$ cat config.mk
export PLATFORM = sky130hd
export DESIGN_NAME = sfp_link_seq
export DESIGN_NICKNAME = d
export VERILOG_FILES = /design/src/rtl/sfp_link_seq_pkg.sv /design/src/rtl/sfp_link_seq_deb.sv /design/src/rtl/sfp_link_seq.sv
export SDC_FILE = /design/constraint.sdc
export NUM_CORES = 1
export LEC_CHECK = 0
export CORE_MARGIN = 2
export CORE_UTILIZATION = 25
export CTS_CLUSTER_DIAMETER = 80
export DETAILED_ROUTE_END_ITERATION = 16
export PLACE_DENSITY_LB_ADDON = 0.3
export SLEW_MARGIN = 20
export SYNTH_ARGS = -nofsm -noshare
export SYNTH_HDL_FRONTEND = slang
export SYNTH_HIERARCHICAL = 1
export SYNTH_SLANG_ARGS = --single-unit
$ cat constraint.sdc
create_clock -name clk100 -period 2.6 [get_ports clk100]
set_clock_uncertainty 0.2 [all_clocks]
set_input_delay 0.39 -clock clk100 [delete_from_list [all_inputs] [get_ports clk100]]
set_output_delay 0.39 -clock clk100 [all_outputs]
set_load 0.005 [all_outputs]
$ cat src/rtl/sfp_link_seq_pkg.sv
// Shared types and widths for the SFP+ link bring-up sequencer.
// Contents: sequencer state encoding, timer/counter widths, timer load helper.
package sfp_link_seq_pkg;

    localparam int unsigned TIMER_W = 24;
    localparam int unsigned CNT_W   = 16;
    localparam int unsigned RETRY_W = 4;
    localparam int unsigned DEB_W   = 16;

    typedef enum logic [2:0] {
        ST_RESET    = 3'd0,
        ST_WAIT_CLK = 3'd1,
        ST_PHY_RST  = 3'd2,
        ST_TX_ON    = 3'd3,
        ST_WAIT_SIG = 3'd4,
        ST_LINK_UP  = 3'd5,
        ST_FAULT    = 3'd6,
        ST_LOCKOUT  = 3'd7
    } state_e;

    // Down-counter load value for a window of 'cyc' cycles; a length of 0 behaves as 1.
    function automatic logic [TIMER_W-1:0] tmr_load(input logic [TIMER_W-1:0] cyc);
        return (cyc == '0) ? '0 : cyc - TIMER_W'(1);
    endfunction

endpackage

$ cat src/rtl/sfp_link_seq_deb.sv
// Two-flop synchroniser followed by a stability filter for one SFP status pin.
// Ports: clk, rst_n (async active-low), din_i (asynchronous pin), dout_o (filtered level).
// dout_o follows the synced pin only after it has differed for DEB_CYCLES consecutive
// cycles; any return to the current filtered level restarts the count.
module sfp_link_seq_deb
    import sfp_link_seq_pkg::*;
#(
    parameter logic [DEB_W-1:0] DEB_CYCLES = 16'd1000,
    parameter logic             RST_VAL    = 1'b1
) (
    input  logic clk,
    input  logic rst_n,
    input  logic din_i,
    output logic dout_o
);

    localparam logic [DEB_W-1:0] DEB_LAST = (DEB_CYCLES == '0) ? '0 : DEB_CYCLES - DEB_W'(1);

    logic             sync1_q, sync2_q;
    logic             filt_q, filt_d;
    logic [DEB_W-1:0] cnt_q, cnt_d;

    // Count consecutive cycles of disagreement; flip on the last one.
    always_comb begin
        filt_d = filt_q;
        cnt_d  = '0;
        if (sync2_q != filt_q) begin
            if (cnt_q >= DEB_LAST) begin
                filt_d = sync2_q;
            end else begin
                cnt_d = cnt_q + DEB_W'(1);
            end
        end
    end

    always_ff @(posedge clk or negedge rst_n) begin
        if (!rst_n) begin
            sync1_q <= RST_VAL;
            sync2_q <= RST_VAL;
            filt_q  <= RST_VAL;
            cnt_q   <= '0;
        end else begin
            sync1_q <= din_i;
            sync2_q <= sync1_q;
            filt_q  <= filt_d;
            cnt_q   <= cnt_d;
        end
    end

    assign dout_o = filt_q;

endmodule

$ cat src/rtl/sfp_link_seq.sv
// SFP+ port bring-up sequencer: filters the module status pins, sequences TX_DISABLE
// and the Ethernet core reset, retries on TX fault and reports link/state status.
// Ports: clk100, sys_rst_n (async active-low), sfp_clk_alarm_b, eth0_tx_fault,
//   eth0_rx_los, retry_clr (inputs); eth0_tx_disable, eth_rst, link_up, state[2:0],
//   link_down_cnt[15:0], fault_cnt[15:0] (registered outputs).
// Build option: define SFP_LINK_SEQ_STATS_EN to build the saturating event counters;
//   otherwise link_down_cnt and fault_cnt are tied to zero. The FSM is unaffected.
module sfp_link_seq
    import sfp_link_seq_pkg::*;
#(
    parameter logic [DEB_W-1:0]   DEB_CYCLES   = 16'd1000,
    parameter logic [TIMER_W-1:0] RST_CYCLES   = 24'd256,
    parameter logic [TIMER_W-1:0] TXEN_CYCLES  = 24'd10000,
    parameter logic [TIMER_W-1:0] RETRY_CYCLES = 24'd100000,
    parameter logic [RETRY_W-1:0] MAX_RETRY    = 4'd3
) (
    input  logic             clk100,
    input  logic             sys_rst_n,
    input  logic             sfp_clk_alarm_b,
    input  logic             eth0_tx_fault,
    input  logic             eth0_rx_los,
    input  logic             retry_clr,
    output logic             eth0_tx_disable,
    output logic             eth_rst,
    output logic             link_up,
    output logic [2:0]       state,
    output logic [CNT_W-1:0] link_down_cnt,
    output logic [CNT_W-1:0] fault_cnt
);

    // Link must stay up this many cycles (2^24-1 total) before the retry budget refills.
    localparam logic [TIMER_W-1:0] STABLE_LAST = ~TIMER_W'(1);

    logic clk_ok, fault, los;

    // Pessimistic reset levels: alarm active, fault and LOS asserted.
    sfp_link_seq_deb #(.DEB_CYCLES(DEB_CYCLES), .RST_VAL(1'b0)) u_deb_alarm (
        .clk(clk100), .rst_n(sys_rst_n), .din_i(sfp_clk_alarm_b), .dout_o(clk_ok)
    );
    sfp_link_seq_deb #(.DEB_CYCLES(DEB_CYCLES), .RST_VAL(1'b1)) u_deb_fault (
        .clk(clk100), .rst_n(sys_rst_n), .din_i(eth0_tx_fault), .dout_o(fault)
    );
    sfp_link_seq_deb #(.DEB_CYCLES(DEB_CYCLES), .RST_VAL(1'b1)) u_deb_los (
        .clk(clk100), .rst_n(sys_rst_n), .din_i(eth0_rx_los), .dout_o(los)
    );

    state_e               state_q, state_d;
    logic [TIMER_W-1:0]   timer_q, timer_d;
    logic [TIMER_W-1:0]   stable_q, stable_d;
    logic [RETRY_W-1:0]   retry_q, retry_d;
    logic                 tx_dis_q, eth_rst_q, link_up_q;
    logic [2:0]           state_out_q;
    logic                 tx_en;

    // Next-state, timer and retry bookkeeping.
    always_comb begin
        state_d  = state_q;
        timer_d  = (timer_q != '0) ? timer_q - TIMER_W'(1) : timer_q;
        retry_d  = retry_q;
        stable_d = '0;
        case (state_q)
            ST_RESET: state_d = ST_WAIT_CLK;
            ST_WAIT_CLK: begin
                if (clk_ok) begin
                    state_d = ST_PHY_RST;
                    timer_d = tmr_load(RST_CYCLES);
                end
            end
            ST_LOCKOUT: begin
                if (retry_clr) begin
                    state_d = ST_WAIT_CLK;
                    retry_d = '0;
                end
            end
            default: begin
                // Active states: clock alarm beats TX fault beats LOS.
                if (!clk_ok) begin
                    state_d = ST_WAIT_CLK;
                end else if (fault && state_q != ST_FAULT) begin
                    state_d = ST_FAULT;
                    timer_d = tmr_load(RETRY_CYCLES);
                    retry_d = (retry_q == '1) ? retry_q : retry_q + RETRY_W'(1);
                end else begin
                    case (state_q)
                        ST_PHY_RST: begin
                            if (timer_q == '0) begin
                                state_d = ST_TX_ON;
                                timer_d = tmr_load(TXEN_CYCLES);
                            end
                        end
                        ST_TX_ON: begin
                            if (timer_q == '0) state_d = ST_WAIT_SIG;
                        end
                        ST_WAIT_SIG: begin
                            if (!los) state_d = ST_LINK_UP;
                        end
                        ST_LINK_UP: begin
                            if (los) state_d = ST_WAIT_SIG;
                        end
                        ST_FAULT: begin
                            if (timer_q == '0) begin
                                if (retry_q >= MAX_RETRY) begin
                                    state_d = ST_LOCKOUT;
                                end else begin
                                    state_d = ST_PHY_RST;
                                    timer_d = tmr_load(RST_CYCLES);
                                end
                            end
                        end
                        default: state_d = state_q;
                    endcase
                end
            end
        endcase
        // A long continuous link refills the retry budget.
        if (state_q == ST_LINK_UP && state_d == ST_LINK_UP) begin
            stable_d = (stable_q == '1) ? stable_q : stable_q + TIMER_W'(1);
            if (stable_q == STABLE_LAST) retry_d = '0;
        end
    end

    always_comb begin
        tx_en = 1'b0;
        case (state_q)
            ST_TX_ON, ST_WAIT_SIG, ST_LINK_UP: tx_en = 1'b1;
            default:                           tx_en = 1'b0;
        endcase
    end

    // State, timers and registered outputs (outputs lag the state by one cycle).
    always_ff @(posedge clk100 or negedge sys_rst_n) begin
        if (!sys_rst_n) begin
            state_q     <= ST_RESET;
            timer_q     <= '0;
            stable_q    <= '0;
            retry_q     <= '0;
            tx_dis_q    <= 1'b1;
            eth_rst_q   <= 1'b1;
            link_up_q   <= 1'b0;
            state_out_q <= 3'(ST_RESET);
        end else begin
            state_q     <= state_d;
            timer_q     <= timer_d;
            stable_q    <= stable_d;
            retry_q     <= retry_d;
            tx_dis_q    <= ~tx_en;
            eth_rst_q   <= ~tx_en;
            link_up_q   <= (state_q == ST_LINK_UP);
            state_out_q <= 3'(state_q);
        end
    end

    assign eth0_tx_disable = tx_dis_q;
    assign eth_rst         = eth_rst_q;
    assign link_up         = link_up_q;
    assign state           = state_out_q;

`ifdef SFP_LINK_SEQ_STATS_EN
    logic [CNT_W-1:0] ldc_q, fc_q;
    logic             ld_evt, fault_evt;

    // LINK_UP only drops to WAIT_SIG on LOS; FAULT entry is the fault event.
    assign ld_evt    = (state_q == ST_LINK_UP) && (state_d == ST_WAIT_SIG);
    assign fault_evt = (state_q != ST_FAULT) && (state_d == ST_FAULT);

    always_ff @(posedge clk100 or negedge sys_rst_n) begin
        if (!sys_rst_n) begin
            ldc_q <= '0;
            fc_q  <= '0;
        end else begin
            if (ld_evt && ldc_q != '1)   ldc_q <= ldc_q + CNT_W'(1);
            if (fault_evt && fc_q != '1) fc_q  <= fc_q + CNT_W'(1);
        end
    end

    assign link_down_cnt = ldc_q;
    assign fault_cnt     = fc_q;
`else
    assign link_down_cnt = '0;
    assign fault_cnt     = '0;
`endif

endmodule

* After elaboration in Yosys (flattened, before gate mapping)
Cells that the tools add are included.
** Storage, ports and cells
- Bits in registers :: 117
- Input port bits :: 6
- Output and inout port bits :: 38
- Logic and storage cells :: 94
** Operators by class
- $add $sub $neg :: 6
- Order comparisons :: 4
- Equal/unequal tests :: 16
- Muxes and demuxes :: 37
- Bitwise logic cells :: 1
- Reductions and logical operators :: 11
** Operator list (count)
- 2-to-1 mux 24 bit :: 9
- 2-to-1 mux 16 bit :: 6
- case mux 24 bit (2 select lines) :: 2
- adder 16 x 1 -> 16 bit, second input constant :: 3
- equality test 24 bit, second input constant :: 2
- >= comparator 16 x 10 -> 1 bit, second input constant :: 3
- 2-to-1 mux 3 bit :: 10
- adder 24 x 1 -> 24 bit, second input constant :: 1
- logical NOT 24 bit :: 1
- 2-to-1 mux 4 bit :: 6
- nonzero test 24 bit :: 1
- subtractor 24 x 1 -> 24 bit, second input constant :: 1
- equality test 3 bit, second input constant :: 5
- case mux 3 bit (5 select lines) :: 1
- case mux 3 bit (3 select lines) :: 1
- case mux 4 bit (2 select lines) :: 1
- equality test 3 x 2 -> 1 bit, second input constant :: 2
- AND reduction 2 bit :: 3
- adder 4 x 1 -> 4 bit, second input constant :: 1
- equality test 4 bit, second input constant :: 1
- >= comparator 4 x 2 -> 1 bit, second input constant :: 1
- OR reduction 2 bit :: 2
- equality test 3 x 1 -> 1 bit, second input constant :: 1
- logical NOT 3 bit :: 1
- other kinds (7) :: 10

* Depth between registers and ports, before layout
- Depth after elaboration :: 10
- Depth in mapped cells :: 11
- Gate-level depth less buffers :: 11

* Cells and area by module
Netlist, hierarchy kept.
** Modules (own cells, without submodules)
- sfp_link_seq :: times used 1, cells an instance 443, area each 3861.2 sq um, sequential area each 1502.7 sq um
- sfp_link_seq_deb at u_deb_fault :: times used 1, cells an instance 61, area each 747.0 sq um, sequential area each 479.2 sq um
- sfp_link_seq_deb at u_deb_alarm :: times used 1, cells an instance 61, area each 743.2 sq um, sequential area each 475.5 sq um
- sfp_link_seq_deb at u_deb_los :: times used 1, cells an instance 59, area each 743.2 sq um, sequential area each 479.2 sq um

* Least setup slack after synthesis
No wires, ideal clock.
- Path type :: flip-flop to flip-flop
- From :: register timer_q[16]
- To :: register timer_q[0]
- Data arrival time :: 2566 ps
- Data required time :: 2282 ps
- Path slack :: -284 ps
- Stages on the path, launching flop included :: 11
- Path buffers :: 1
- Cell sequence :: dfrtp_1 -> or4_1 -> buf_2 -> nor4_2 -> nand2_1 -> ha_1 -> o21ai_0 -> o311ai_0 -> o21a_1 -> o22a_1 -> a21o_1
** On the way
- Cells in the longest elaborated chain, start to end :: 8
- Elaborated cells between the ends (all ways) :: 11
- Those cells by class :: 9 x mux; 2 x reduce/logical
** Ends and longest elaborated chain
- from (decl) :: RTL line sfp_link_seq.sv:48 : logic [TIMER_W-1:0] timer_q, timer_d;
- from (signal assigned) :: RTL line sfp_link_seq.sv:143 : timer_q <= timer_d;
- nonzero test 24 bit :: RTL line sfp_link_seq.sv:58 : timer_d = (timer_q != '0) ? timer_q - TIMER_W'(1) : timer_q;
- 2-to-1 mux 24 bit :: RTL line sfp_link_seq.sv:58
- 2-to-1 mux 24 bit :: RTL line sfp_link_seq.sv:102 : if (retry_q >= MAX_RETRY) begin
- 2-to-1 mux 24 bit :: RTL line sfp_link_seq.sv:101 : if (timer_q == '0) begin
- case mux 24 bit (2 select lines) :: RTL line sfp_link_seq.sv:84 : case (state_q)
- 2-to-1 mux 24 bit :: RTL line sfp_link_seq.sv:79 : end else if (fault && state_q != ST_FAULT) begin
- 2-to-1 mux 24 bit :: RTL line sfp_link_seq.sv:77 : if (!clk_ok) begin
- case mux 24 bit (2 select lines) * :: RTL line sfp_link_seq.sv:61 : case (state_q)
- named net timer_d[0] :: RTL line sfp_link_seq.sv:48
Mark *: on every way through the listed nets, which the timed path passes. The rest lies on a longest branch.
A chain may end at the register's enable or synchronous reset.

* Final worst setup path
Ends and elaborated chain as after synthesis.

==> metrics.md <==
| Metric | Value |
|---|---|
| Cell Area, Synth | 6090 um^2 |
| Power per cell area | 753 nW/um^2 |
| Nets | 715 |
| Post-CTS Setup Bufs | 0 |
| Synth Flop Type | dfrtp_1 |
| Logic gate share of total power | 0.196 |
| Yosys cell types | 67 |
| Max Cap Viol | 0 |
| Final WL | 13.0 mm |
| Commonest non-fill, non-tap cell in the layout | dfrtp_1 |
| H-tree depth | 4 |
| Share of layout cells above drive strength 1 | 0.185 |
| Area Overhead vs Synth | 24.2% |
| Antenna cells | 0 |
| PortBufs | 11 |
| CP Capture Type | flip-flop |
| Post-DP Area | about 7000 um^2 |
| Setup violations, final | 0 |
| CP Data Arrival Time | 2700 ps |
| Worst-Skew Late Latency | 420 ps |
| Clock sinks | 117 |
| Ys Warns | 6 |
| Commonest cells after routing, fill and taps aside | 110 x dfrtp_1, 84 x nor2_1, 55 x buf_4 |
| Vias per cell | 4.41 |
| Sequential cell fraction of total power | 0.379 |
| Internal power | 0.00406 W |
| Vias post-DR | between 4,000 and 5,000 |
| Wire per inst | 12.5 um |
| CP top delay family | simple AND/OR/NAND/NOR gates |
| Max Root-Sink Buffers | 2 |
| Finished Cell Area | roughly 7600 um^2 |
| Max IR drop VDD | 448 uV |
| Total track usage | 0.108 |
| Initial antenna violation count | 0 |
| Worst hold slack | 155 ps |
| Worst Tran Pin Value | 588 ps |
| Pins Over Slew Limit | 0 |
| Async SR Flop Fraction | 1.00 |
| Final Util | 0.314 |
| DRC Markers | 0 |
| Outcome | complete, no violations |
| Worst path cell trace | or4_4, nor4_4, nand2_2, ha_4, o21ai_2, o311ai_1, o21a_1, o22a_1, a21o_1 |
| Crit path kind | reg -> reg |
| CTS Buf Count | 17 |
| Pre-CTS setup slack | -44.6 ps |
| Worst R2R Setup Slack | 2 ps |
| Max Fclk | approximately 0.38 GHz |
| Sequential share of the synthesized area | 0.482 |
| WP buf/inv | 0 |
| CP Max Fanout | 3 |
| Sw Ratio | 0.288 |
| Sw Pwr | approximately 0.0016 W |
| TNS Setup | 0 ps |
| Starting density of the core | 0.253 |
| Final WS setup | approximately 2.3 ps |
| IO Pins | between 40 and 50 |
| Startpoint Class | flip-flop |
| Final Cycle Share | 0.999 |
| Global-route wire length before repair | 22.3 mm |
| Number of global-route vias before repair | 4,473 |
| Detailed Place HPWL | just over 9 mm |
| Worst endpoint required time | ~2700 ps |
| CTS tree | yes |
| First-iteration detailed-routing DRC count | 224 |
| Syn_area_per_cell | 9.77 um^2 |
| First-pass DRT Iterations | 4 |
| GR Overflow Total | 0 |
| RSZ-0062 raised after global routing | true |
| Die W | 160 um |
| Hold violation total from the final report | 0 |
| Core area | 24,100 um^2 |
| EDFF count, synth | 0 |
| Die height | roughly 160 um |
| Number of synthesized register bits | around 120 |
| Die footprint | roughly 26,000 um^2 |
| Hold crit path type | reg -> reg |
| Largest net degree at the start of global routing | 58 |
| Critical Path Max Stage Delay | 570 ps |
| Routed Antenna Nets | 0 |
| Rows | 57 |
| Root Buffer | clkbuf_16 |
| Cells after Synth | 624 |
| Placer Congestion | 0.831 |
| Slew headroom | 0.605 |
| Critical-path top delay cell | or4_4 |
| Clk slew on worst S/H paths | approximately 60 ps |
| Clock power frac | 0.425 |
| Leakage | 3.05 nW |
| Fin crit period | 2600 ps |
==> state kept, by name, summed over array words and instances, names as in the netlist, 3 cells and up <==
| name | cells |
|---|---|
| timer_q | 24 |
| state | 3 |
| retry_q | 4 |
| u_deb_los/cnt_q | 16 |
| state_q | 3 |
| u_deb_fault/cnt_q | 16 |
| stable_q | 24 |
| u_deb_alarm/cnt_q | 16 |
==> area by class of cell <==
| type | count | area [um^2] |
|---|---|---|
| Fill cell | 2537 | 16500 |
| Multi-Input combinational cell | 482 | 2990 |
| Sequential cell | 117 | 2940 |
| Timing Repair Buffer | 68 | 563 |
| Clock buffer | 18 | 439 |
| Tap cell | 324 | 405 |
| Clock inverter | 14 | 176 |
| Inverter | 15 | 56.3 |
==> per-layer routing <==
metal,wire length [um],track usage
met4,169,0.0405
met1,6660,0.149
met5,0,0
met3,322,0.0306
met2,5830,0.162
==> Yosys cell counts (8+ instances only) <==
master | count | area, um^2
a211oi_1 | 9 | 67.6
a21oi_1 | 25 | 125
and4_1 | 8 | 70.1
buf_4 | 33 | 248
clkbuf_1 | 19 | 71.3
dfrtp_1 | 110 | 2750
ha_1 | 8 | 100
inv_1 | 15 | 56.3
nand2_1 | 39 | 146
nand3_1 | 28 | 140
nand4_1 | 14 | 87.6
nor2_1 | 84 | 315
nor3_1 | 20 | 100
o21ai_0 | 20 | 100
or3_1 | 13 | 81.3
or4_1 | 12 | 90.1
xnor2_1 | 31 | 272
xor2_1 | 16 | 140
==> final timing paths <==
path | startpoint | endpoint | cells past startpoint
max | timer_q[16] | timer_q[0] | 9
min | u_deb_fault/sync1_q | u_deb_fault/sync2_q | 0
max reg2reg | timer_q[16] | timer_q[0] | 9
min reg2reg | u_deb_fault/sync1_q | u_deb_fault/sync2_q | 0
max in group asynchronous | sys_rst_n | u_deb_los/sync2_q | 3
min in group asynchronous | sys_rst_n | u_deb_fault/cnt_q[3] | 2
==> worst register-to-register path, delay by kind of cell (launching register included) <==
kind                     cells  cell delay [ps]
AND/OR/NAND/NOR              3             1060
adder cells (fa/ha/maj)      1              230
AO/OA/AOI/OAI                5              630
flip-flops                   1              380
==> power groups by stage <==
stage	clock network (W)	logic [W]	registers (W)
floorplan	0	0.000727	0.00213
global placement	0	0.00109	0.00219
detailed placement	0	0.00109	0.00218
CTS	0.00249	0.00109	0.00215
global route	0.00259	0.00124	0.00218
finish	0.00242	0.00112	0.00216
==> per-stage QoR <==
stage,instances,total power [W]
after floorplan,670,0.00285
after detailed placement,1005,0.00327
after global placement,1005,0.00327
after global routing,1038,0.00601
after CTS,1038,0.00574
final,1038,0.00570
==> kinds of logic (layout without fill, tap and decap cells) <==
kind of cell / after synthesis / in the layout / share of synthesized area
DFF: 117 / 117 / 0.482
other: 4 / 50 / 0.00246
adders and majority gates: 8 / 8 / 0.0164
xor gates and xnor gates: 47 / 47 / 0.0675
muxes: 5 / 5 / 0.0109
AOI/OAI and AO/OA: 105 / 105 / 0.119
and+or+nand+nor: 267 / 267 / 0.234
buffers and inverters: 71 / 115 / 0.0669
==> what timing repair did <==
item	in CTS	in global routing
pin swaps	0	7
endpoints found under the setup margin	1	21
hold buffers	1	0
hold endpoints to repair	33	0
resized for setup	0	7
(Power assumes the default switching activity.)
